<file path="src/rtl/six_bit_serial_subtractor.sv">
// ---------------------------------------------------------------------------
// six_bit_serial_subtractor
//
// Bit-serial subtractor: computes (a - b - borrow_in) one bit per clock with
// a registered full-subtractor borrow chain. The difference is shifted into
// the result register LSB-first (each new bit enters at the MSB and the
// register shifts right), so after WIDTH steps the result is aligned.
// This is the low-area subtraction path that sits next to the parallel
// adder datapath.
//
// Optional feature macro: SIX_BIT_SUB_OVERFLOW_EN
//   When defined, the 'overflow' port is present and reports two's
//   complement overflow of the subtraction. When undefined, the port and
//   its logic are absent.
//
// Ports:
//   clk        in   system clock, rising-edge active
//   rst_n      in   asynchronous active-low reset
//   in_valid   in   operands present on a/b/borrow_in
//   in_ready   out  block can accept operands (IDLE only)
//   a          in   minuend [WIDTH]
//   b          in   subtrahend [WIDTH]
//   borrow_in  in   borrow subtracted at bit 0
//   out_valid  out  result valid (DONE only)
//   out_ready  in   consumer accepts result
//   diff       out  (a - b - borrow_in) mod 2^WIDTH [WIDTH]
//   borrow_out out  1 iff a < b + borrow_in (unsigned)
//   overflow   out  signed overflow (SIX_BIT_SUB_OVERFLOW_EN only)
// ---------------------------------------------------------------------------
module six_bit_serial_subtractor #(
    parameter int WIDTH = 6
) (
    input  logic             clk,
    input  logic             rst_n,
    input  logic             in_valid,
    output logic             in_ready,
    input  logic [WIDTH-1:0] a,
    input  logic [WIDTH-1:0] b,
    input  logic             borrow_in,
    output logic             out_valid,
    input  logic             out_ready,
    output logic [WIDTH-1:0] diff,
    output logic             borrow_out
`ifdef SIX_BIT_SUB_OVERFLOW_EN
    ,
    output logic             overflow
`endif
);

    localparam int CNT_W = (WIDTH > 2) ? $clog2(WIDTH) : 1;
    localparam logic [CNT_W-1:0] LAST_BIT = CNT_W'(WIDTH - 1);

    typedef enum logic [1:0] {
        IDLE = 2'd0,
        RUN  = 2'd1,
        DONE = 2'd2
    } state_t;

    state_t           state_reg;
    logic [WIDTH-1:0] a_sr_reg;
    logic [WIDTH-1:0] b_sr_reg;
    logic             br_reg;
    logic [CNT_W-1:0] cnt_reg;
    logic [WIDTH-1:0] diff_reg;
    logic             borrow_out_reg;
    logic             in_ready_reg;
    logic             out_valid_reg;

    // Full-subtractor cell on the current LSBs of the shift registers.
    logic d_bit;
    logic br_next;

    always_comb begin
        d_bit   = a_sr_reg[0] ^ b_sr_reg[0] ^ br_reg;
        br_next = (~a_sr_reg[0] & b_sr_reg[0]) |
                  (~(a_sr_reg[0] ^ b_sr_reg[0]) & br_reg);
    end

`ifdef SIX_BIT_SUB_OVERFLOW_EN
    logic a_msb_reg;
    logic b_msb_reg;
    logic overflow_reg;

    always_ff @(posedge clk or negedge rst_n) begin
        if (!rst_n) begin
            a_msb_reg    <= 1'b0;
            b_msb_reg    <= 1'b0;
            overflow_reg <= 1'b0;
        end else begin
            if (state_reg == IDLE && in_valid) begin
                a_msb_reg <= a[WIDTH-1];
                b_msb_reg <= b[WIDTH-1];
            end
            // The bit being shifted in on the final RUN edge is the
            // result's sign bit, so overflow is decided on that edge.
            if (state_reg == RUN && cnt_reg == LAST_BIT) begin
                overflow_reg <= (a_msb_reg != b_msb_reg) && (d_bit != a_msb_reg);
            end
        end
    end

    assign overflow = overflow_reg;
`endif

    always_ff @(posedge clk or negedge rst_n) begin
        if (!rst_n) begin
            state_reg      <= IDLE;
            a_sr_reg       <= '0;
            b_sr_reg       <= '0;
            br_reg         <= 1'b0;
            cnt_reg        <= '0;
            diff_reg       <= '0;
            borrow_out_reg <= 1'b0;
            in_ready_reg   <= 1'b1;
            out_valid_reg  <= 1'b0;
        end else begin
            case (state_reg)
                IDLE: begin
                    if (in_valid) begin
                        a_sr_reg     <= a;
                        b_sr_reg     <= b;
                        br_reg       <= borrow_in;
                        cnt_reg      <= '0;
                        in_ready_reg <= 1'b0;
                        state_reg    <= RUN;
                    end
                end
                RUN: begin
                    diff_reg <= {d_bit, diff_reg[WIDTH-1:1]};
                    a_sr_reg <= a_sr_reg >> 1;
                    b_sr_reg <= b_sr_reg >> 1;
                    br_reg   <= br_next;
                    cnt_reg  <= cnt_reg + 1'b1;
                    if (cnt_reg == LAST_BIT) begin
                        borrow_out_reg <= br_next;
                        out_valid_reg  <= 1'b1;
                        state_reg      <= DONE;
                    end
                end
                DONE: begin
                    // Results stay put until the consumer takes them;
                    // diff/borrow_out keep their value after leaving DONE.
                    if (out_ready) begin
                        out_valid_reg <= 1'b0;
                        in_ready_reg  <= 1'b1;
                        state_reg     <= IDLE;
                    end
                end
                default: begin
                    out_valid_reg <= 1'b0;
                    in_ready_reg  <= 1'b1;
                    state_reg     <= IDLE;
                end
            endcase
        end
    end

    assign in_ready   = in_ready_reg;
    assign out_valid  = out_valid_reg;
    assign diff       = diff_reg;
    assign borrow_out = borrow_out_reg;

endmodule

</file>
<file path="config.mk">
export PLATFORM = sky130hd
export DESIGN_NAME = six_bit_serial_subtractor
export DESIGN_NICKNAME = d
export VERILOG_FILES = /design/src/rtl/six_bit_serial_subtractor.sv
export SDC_FILE = /design/constraint.sdc
export NUM_CORES = 1
export LEC_CHECK = 0
export BUFFER_PORTS_ARGS = -buffer_cell sky130_fd_sc_hd__clkbuf_2
export CORE_MARGIN = 2
export CORE_UTILIZATION = 41
export CTS_BUF_LIST = sky130_fd_sc_hd__clkbuf_8
export DETAILED_ROUTE_END_ITERATION = 16
export SLEW_MARGIN = 15
export SYNTH_ARGS = -nofsm -noshare
export SYNTH_HDL_FRONTEND = slang
export SYNTH_SLANG_ARGS = --single-unit
</file>
<file path="constraint.sdc">
create_clock -name clk -period 1.61 [get_ports clk]
set_input_delay 0.0805 -clock clk [delete_from_list [all_inputs] [get_ports clk]]
set_output_delay 0.0805 -clock clk [all_outputs]
set_load 0.005 [all_outputs]
</file>
# Word level (Yosys, flattened, before mapping)
# Index checks and enable logic that the tools add are counted.
[totals]
regBits = 27
ram_bits = 0
mem_bits_ro = 0
memories = 0
word_cells = 50
latchBits = 0
inputBits = 17
[classes]
n_reduce_logical = 7
n_addsub = 1
shifts = 0
muxes = 18
n_mul = 0
n_eq_ne = 6
div_mod_pow = 0
bitwise = 9
n_lt_le_gt_ge = 0
[op_table]
columns = ["cell", "n"]
rows = [
  ["$pmux W6 S2", 2],
  ["$mux W6", 2],
  ["$reduce_and A3 Y1", 3],
  ["$mux W2", 3],
  ["$ne A2 B2 Y1 const B", 3],
  ["$pmux W1 S3", 2],
  ["$pmux W2 S3", 1],
  ["$pmux W3 S2", 1],
  ["$mux W1", 5],
  ["$not A1 Y1", 4],
  ["$reduce_and A2 Y1", 2],
  ["$add A3 B1 Y3 const B", 1],
  ["$eq A3 B3 Y1 const B", 1],
  ["$mux W3", 1],
  ["$and A1 B1 Y1", 2],
  ["$eq A2 B1 Y1 const B", 1],
  ["$eq A2 B2 Y1 const B", 1],
  ["$logic_not A2 Y1", 1],
  ["$pmux W1 S2", 1],
  ["$reduce_bool A2 Y1", 1],
  ["$xor A1 B1 Y1", 2],
  ["$or A1 B1 Y1", 1],
]

# Depth between registers and ports, before layout
# Gate-level depths: netlist of run 1.
[logic_depth]
depth_word = 5
mapped_depth = 5

# Worst setup path after synthesis of run 1
# OpenSTA, ideal clock, no wires.
[synth_path]
path_kind = "flip-flop to flip-flop"
from = "register a_sr_reg[0]"
to = "register diff_reg[5] (netlist: diff[5])"
path_stages_with_launch = 3
period_less_slack_ns = 1.211
slack_ns = 0.399
path_buffers = 0
arrival_ns = 1.086
setup_time_ns = 0.125
cell_sequence = "dfrtp_1 -> fa_1 -> mux2_2"
[synth_between]
elab_chain_len = 2
[synth_lines]
columns = ["item", "line_no", "source"]
rows = [
  ["from (decl)", "60", "logic [WIDTH-1:0] a_sr_reg;"],
  ["from (signal assigned)", "130", "a_sr_reg <= a_sr_reg >> 1;"],
  ["$xor A1 B1 Y1 (2 in a row)", "74", "d_bit = a_sr_reg[0] ^ b_sr_reg[0] ^ br_reg;"],
  ["named net d_bit", "70", "logic d_bit;"],
  ["to (signal assigned)", "129", "diff_reg <= {d_bit, diff_reg[WIDTH-1:1]};"],
  ["to (decl)", "64", "logic [WIDTH-1:0] diff_reg;"],
]
# The timed path passes the listed nets, and every way through them passes these cells.
# A chain may end at the register's enable or synchronous reset.

# Final worst setup path of run 1
[layout_path]
from = "register state_reg[0]"
to = "register b_sr_reg[1]"
[layout_between]
elab_chain_len = 3
elab_cells_between_ends = 6
cone_classes = "eq/ne: 2; mux: 1; reduce/logical: 3"
[layout_lines]
columns = ["item", "line_no", "source"]
rows = [
  ["from (decl)", "59", "state_t state_reg;"],
  ["from (signal assigned)", "107", "state_reg <= IDLE;"],
  ["from (signal assigned)", "125", "state_reg <= RUN;"],
  ["from (signal assigned)", "137", "state_reg <= DONE;"],
  ["$eq A2 B1 Y1 or $logic_not A2 Y1 (tied branches)", "117", "case (state_reg)"],
  ["$reduce_bool A2 Y1 (no line) or $ne A2 B2 Y1 (tied branches)", "--", ""],
  ["$reduce_and A2 Y1 (no line)", "--", ""],
  ["to (signal assigned)", "131", "b_sr_reg <= b_sr_reg >> 1;"],
  ["to (decl)", "61", "logic [WIDTH-1:0] b_sr_reg;"],
]
# Several ways; a longest one is shown, not always the timed one.

==> metrics.md, run 1 <==
| Metric | Value |
|---|---|
| Critical Path End Type | flop |
| Final setup vio count | 0 |
| Layout cell share with drive strength beyond 1 | 31.1% |
| CTS tree | yes |
| Area after DPL | 1360 um2 |
| Failing checks | DRC |
| Remaining antenna violation count | 0 |
| Die ar. | 3450 um2 |
| Latest clock arrival within the worst-skew pair | 270 ps |
| CTS max path bufs | 2 |
| Setup TNS Final | 0 ps |
| Dpl ws | 281 ps |
| CTS Buf Count | 3 |
| Slew @ Worst Pin | 672 ps |
| Die X | 58.7 um |
| Synthesized instance count | 105 |
| P_leak | 0.668 nW |
| CP Cell Sequence | buf_4 > nand2b_1 > o22ai_1 > a21oi_1 |
| Drt total wl | 2460 um |
| Initial antenna violation count | 0 |
| Worst Path Arrival | 1540 ps |
| Proportion of synthesized chip area in sequential cells | 55.1% |
| Max Cap Viol | 0 |
| First-pass GRT wire length | 4210 um |
| Max stage delay cell, worst path | dfrtp_1 |
| Total Power | 0.00279 W |
| Headroom to the max-slew limit | 55.2% |
| Root Buffer Master | clkbuf_8 |
| Post-DP HPWL | 1800 um |
| Slack of the critical path | 265 ps |
| Final Slew Violations | 0 |
| Warnings, synthesis | 0 |
| Netlist Area Pre-Place | 1230 um2 |
| Pin count of the biggest net entering global routing | 28 |
| Crit Path Max Fanout | 8 |
| Vias per std cell | 5.39 |
| WL/cell | 15.1 um |
| Hold_buf cts | 1 |
| Starting Density | 43.8% |
| Commonest cells after routing, fill and taps aside | 26 x dfrtp_1, 25 x clkbuf_2, 10 x nor2_1 |
| Synth Net Count | 125 |
| Most area-consuming cells after synthesis | dfrtp_1 53%, mux2_4 3.7%, o221a_1 3.7%, o22ai_1 3.6%, nor2_1 3.1% |
| IO Pins | 26 |
| Post-synth top area share | 53.0% |
| Final instance area | 1420 um2 |
| Fin. Hold Viols | 0 |
| Slowest stage delay, CP | 510 ps |
| Syn Area/Cell | 11.7 um2 |
| Iter 0 DRT Violations | 35 |
| Row count | 19 |
| Startpoint Class | flop |
| Clk slew on worst S/H paths | 90 ps |
| Min-delay worst type | primary input to flop |
| Via count | 878 |
| Seq cells post-synth | 27 |
| Largest area contributor in the netlist | dfrtp_1 |
| Final Skew | 6.69 ps |
| Setup Buffers After CTS | 0 |
| # port buffers | 25 |
| Clock sink count | 27 |
| Min Tclk post-route | 1350 ps |
| Post-layout util | 50.4% |
| CORE AREA | 2810 um2 |
| CP required | 1810 ps |
| Status | finished, violations left |
| Number of detailed-route iterations in the first pass | 10 |
| Nets | 153 |
| Pwr Density | 1970 nW/um2 |
| Max H-tree Level | 1 |
| Max Freq | 0.743 GHz |
| Area growth from synthesis to layout | 15.3% |
| DIE HEIGHT | 58.7 um |
| Total Routing Usage GR | 16.3% |
| Commonest non-fill, non-tap cell in the layout | dfrtp_1 |
| Number of global-route vias before repair | 880 |
| RSZ-0062 raised after global routing | false |
| CTS resizes | 0 |
| WS Path Type | flop to flop |
| Residual DRC | 2 |
| Netlist cell types | 32 |
| VDD IR max | 0.000825 V |
| Antenna cells | 0 |
| Fin crit share | 83.5% |
| Final global-route overflow total | 0 |
| Routability congestion estimate | 0.758 |
logic make-up after synthesis:
kind of cell	share of synthesized area, %
buffers and inverters	5.30
AO/OA/AOI/OAI	16.9
AND/OR/NAND/NOR	11.7
adder cells (fa/ha/maj)	3.67
multiplexers	7.24
flip-flops	55.1
synth_stat cells:
cell / number
a31oi_1: 1
inv_2: 1
nand2b_1: 1
mux2_4: 3
inv_1: 3
dfstp_2: 1
o21ai_0: 7
fa_1: 1
ha_1: 2
nor2b_1: 2
buf_4: 1
buf_2: 1
a22oi_1: 1
o221a_1: 4
nor2_2: 1
o21ba_1: 1
o21bai_2: 1
clkinv_1: 1
nand3b_1: 4
a21oi_1: 6
nor2_1: 10
a222oi_1: 1
nor3_1: 1
nand4b_1: 1
nand2_1: 7
o2bb2ai_1: 1
dfrtp_1: 26
mux2i_1: 1
buf_6: 3
nand2_4: 1
mux2_2: 3
o22ai_1: 7
critical path, delay by kind of cell (launching register included):
kind	cells	cell delay (ps)
DFF	1	510
and+or+nand+nor	1	270
AOI/OAI and AO/OA	2	300
buffers and inverters	1	200
metal layers:
metal  up-vias  global-route usage (%)  share of wire [%]  wire, um
met1       430                    22.6                 47      1170
met3         2                    2.64                2.9        71
met4         0                    4.87               0.53        13
met2        19                    26.3                 49      1200
li1        427                       -                  -         -
met5         -                       0                  0         0
final cells by class:
| class | count | area [um2] |
|---|---|---|
| Fill cell | 278 | 1390 |
| Timing Repair Buffer | 28 | 150 |
| Sequential cell | 27 | 677 |
| Tap cell | 31 | 38.8 |
| Clock buffer | 3 | 41.3 |
| Inverter | 5 | 18.8 |
| Clock inverter | 1 | 3.75 |
| Multi-Input combinational cell | 68 | 485 |
power by group:
part	leakage [nW]	total, W	internal [W]	switching, W
clock	0.0269	0.000376	0.000171	0.000205
combinational	0.319	0.00116	0.000614	0.000546
sequential	0.322	0.00125	0.00101	0.000241
metrics by stage:
step / cells / hold WS, ps
floorplan: 105 / -215
global placement: 158 / 146
detailed placement: 158 / 145
CTS: 163 / 39.7
global route: 163 / 49.7
finish: 163 / 43.6
final timing paths:
path / endpoint / cells past startpoint / startpoint / slack [ps]
min in group asynchronous: br_reg$_DFFE_PN0P_ / 2 / rst_n / 380
worst max-delay path: b_sr_reg[1]$_DFFE_PN0P_ / 4 / state_reg[0]$_DFFE_PN0P_ / 260
worst min-delay path: a_sr_reg[5]$_DFFE_PN0P_ / 3 / a[5] / 40
max in group asynchronous: cnt_reg[1]$_DFFE_PN0P_ / 2 / rst_n / 800
worst min register to register: borrow_out$_DFFE_PN0P_ / 2 / borrow_out$_DFFE_PN0P_ / 510
worst max register to register: b_sr_reg[1]$_DFFE_PN0P_ / 4 / state_reg[0]$_DFFE_PN0P_ / 260
Note: power is estimated with default switching activity, not from simulation.
==> inputs of run 2 (changes only) <==
ABC_AREA = 1   (was unset)
clock period = 1.2 ns   (was 1.61 ns; I/O delays follow)
==> run 2 against run 1 <==
Net effect: the run now ends clean; via count grew 23%; critical path depth is the same; first-iteration DRC count grew 49%; largest cell class unchanged; final area grew 9.9%; utilization grew 1.3 points; sequential power grew 29%; maximum frequency grew 17%; wire length grew 8.5%; power grew 34%.
==> metrics.md, run 2 <==
| Metric | Value |
|---|---|
| Vias per std cell | 5.28 (-1.9%) |
| Number of enable flip-flop cells after synthesis | 0 (unchanged) |
| CP required | 1420 ps (-390 ps) |
| # port buffers | 25 (unchanged) |
| Status | completed |
| Min Tclk post-route | 1150 ps (-195 ps) |
| Area growth from synthesis to layout | 22.3% |
| Clock sink count | 27 (unchanged) |
| Most area-consuming cells after synthesis | dfrtp_1 51%, nand3_1 11%, nand2_1 10%, nand4_1 4.9%, inv_1 3.0% |
| Max Cap Viol | 0 (unchanged) |
| Area after DPL | 1440 um2 (+6.1%) |
| Pin count of the biggest net entering global routing | 28 (unchanged) |
| VDD IR max | 0.00111 V (+35%) |
| Post-synth top area share | 51.2% (-1.8 points) |
| Min-delay worst type | primary input to flop |
| WL met2 | 1310 um (+9.0%) |
| Worst Path Arrival | 1370 ps (-170 ps) |
| Die ar. | 3560 um2 (+3.3%) |
| Netlist Area Pre-Place | 1270 um2 (+3.6%) |
| Max layer used | met4 |
| Commonest non-fill, non-tap cell in the layout | nand2_1 |
| CP most frequent cell | nand3_1 |
| Filler instances | 292 (+5.0%) |
| Drt total wl | 2660 um (+8.5%) |
| RSZ-0062 raised after global routing | true |
| Layout cell share with drive strength beyond 1 | 26.9% (-4.2 points) |
| RR Endpoint | br_reg$_DFFE_PN0P_ |
| Worst Setup SP | a_sr_reg[0]$_DFFE_PN0P_ |
| CORE AREA | 3000 um2 (+7.0%) |
| Slew @ Worst Pin | 327 ps (-344 ps) |
| Final Skew | 2.60 ps (-4.09 ps) |
| Residual DRC | 0 (-2) |
| CTS tree | yes |
| Final setup vio count | 0 (unchanged) |
| Remaining antenna violation count | 0 (unchanged) |
| DIE HEIGHT | 59.7 um (+1.6%) |
| Post-DP HPWL | 1880 um (+4.4%) |
| Final instance area | 1560 um2 (+9.9%) |
| WL/cell | 13.1 um (-13%) |
| Critical Path End Type | flop |
| Final Slew Violations | 0 (unchanged) |
| Synthesized instance count | 139 (+32%) |
| Seq cells post-synth | 27 (unchanged) |
| Synth Net Count | 159 (+27%) |
| Final global-route overflow total | 0 (unchanged) |
| Row count | 20 (+1) |
| Fin. Hold Viols | 0 (unchanged) |
| IO Pins | 26 (unchanged) |
| Antenna cells | 0 (unchanged) |
| Top FF cell, synth | dfrtp_1 |
| Reg2reg start | a_sr_reg[0]$_DFFE_PN0P_ |
| First-pass GRT wire length | 4640 um (+10%) |
| Warnings, synthesis | 0 (unchanged) |
| Headroom to the max-slew limit | 77.9% (+23 points) |
| Critical path capture point | br_reg$_DFFE_PN0P_ |
| Total Routing Usage GR | 17.4% (+1.1 points) |
| R2R depth | 4 (unchanged) |
| Pwr Density | 2410 nW/um2 (+22%) |
| Met3 Wirelength | 134 um (+89%) |
| Max Freq | 0.870 GHz (+17%) |
| Post-synth top cells | 35 x nand2_1, 29 x nand3_1, 26 x dfrtp_1 |
| P_leak | 0.794 nW (+19%) |
| Iter 0 DRT Violations | 52 (+49%) |
| CTS Buf Count | 3 (unchanged) |
| Routability congestion estimate | 0.746 (-1.5%) |
| Area of the multi-input gates | 505 um2 (+4.1%) |
| Die X | 59.7 um (+1.6%) |
| Syn Area/Cell | 9.15 um2 (-22%) |
| Proportion of synthesized chip area in sequential cells | 53.2% (-1.9 points) |
| Startpoint Class | flop |
| Post-synth ARST share | 100% (unchanged) |
| R2r setup slk | 50 ps (-210 ps) |
| Commonest cells after routing, fill and taps aside | 34 x nand2_1, 29 x nand3_1, 25 x clkbuf_2 |
| Reg area | 679 um2 (+0.37%) |
| Post-layout util | 51.8% (+1.3 points) |
| Max stage delay cell, worst path | fa_1 |
| Latest clock arrival within the worst-skew pair | 270 ps (about the same) |
| Starting Density | 42.3% (-1.4 points) |
| WS Path Type | flop to flop |
| Slowest stage delay, CP | 460 ps (-50 ps) |
| Root Buffer Master | clkbuf_8 |
| Finished Layout Cells | 204 (+25%) |
| Crit Path Max Fanout | 2 (-6) |
| Worst hold path startpoint | a[3] |
| CP Cell Sequence | fa_1 > nand3_1 > nand3_1 > nand2_1 |
| Largest area contributor in the netlist | dfrtp_1 |
| Placed Cells | 195 (+23%) |
| CTS max path bufs | 2 (unchanged) |
| Via count | 1078 (+23%) |
| Max H-tree Level | 1 (unchanged) |
| Clk slew on worst S/H paths | 90 ps (about the same) |
| Initial antenna violation count | 0 (unchanged) |
| Netlist cell types | 20 (-38%) |
| M1 WL | 1170 um (+0.51%) |
| Most common cell in the netlist | nand2_1 |
| Number of detailed-route iterations in the first pass | 4 (-6) |
| Nets | 192 (+25%) |
| Number of global-route vias before repair | 1017 (+16%) |
| Fin crit share | 95.8% (+12 points) |
| Total Power | 0.00374 W (+34%) |
run 2: cell types whose count changed after synthesis, sizes merged, moves of 4 or more:
cell	delta
nand2	+29
nand4	+10
mux2	-6
inv	+8
a21oi	-5
nand3	+29
nand3b	-4
o221a	-4
nor2	-8
o22ai	-7
run 2: worst max-delay path: cells and delay by family (launching register included):
family | cells | cell delay, ps
fa+ha+maj | 1 | 460
flops | 1 | 410
simple gates | 3 | 230
run 2: logic make-up after synthesis:
family | synth area share, %
AO/OA/AOI/OAI | 4.53
adder cells (fa/ha/maj) | 3.54
buffers and inverters | 8.07
flip-flops | 53.2
AND/OR/NAND/NOR | 30.6
run 2: cell type report:
class / count / area share [%]
multi-input cells: 93 / 32.5
clock buffers: 3 / 2.65
clock inverters: 1 / 0.322
inverters: 12 / 3.06
well taps: 33 / 2.65
repair buffers: 35 / 15.1
flip-flops and latches: 27 / 43.7
run 2: how the worst min path moves through the flow:
stage	end	slack, ps	cells past startpoint
floorplan	a_sr_reg[0]$_DFFE_PN0P_	-240	0
global placement	b_sr_reg[1]$_DFFE_PN0P_	20	2
detailed placement	b_sr_reg[1]$_DFFE_PN0P_	20	2
CTS	a_sr_reg[2]$_DFFE_PN0P_	50	3
global route	a_sr_reg[2]$_DFFE_PN0P_	50	3
finish	a_sr_reg[3]$_DFFE_PN0P_	50	3
run 2: timing repair:
action,4_1_cts,5_1_grt
setup endpoints to repair,0,12
gates resized for setup,0,7
setup buffers,0,1
hold buffers,4,0
endpoints found under the hold margin,30,0
run 2: report_power, final:
part	total (W)	leakage [nW]	switching, W	internal (W)
sequential	0.00161	0.339	0.000298	0.00131
combinational	0.00161	0.430	0.000924	0.000690
clock	0.000518	0.0255	0.000285	0.000233
total	0.00374	0.794	0.00151	0.00224
run 2: through the flow:
stage / hold slack [ps] / TNS (ps) / setup WS, ps
6_report: 50.0 / 0 / 50.1
5_1_grt: 46.4 / -19.0 / -19.0
4_1_cts: 45.7 / 0 / 14.1
3_5_place_dp: 19.5 / 0 / 20.8
3_3_place_gp: 19.2 / 0 / 55.0
2_1_floorplan: -236 / 0 / 115
run 2: layer usage:
layer,track usage (%),up-vias
met5,0,-
met4,7.62,0
met3,2.60,5
met2,27.6,28
met1,23.6,516
li1,-,529
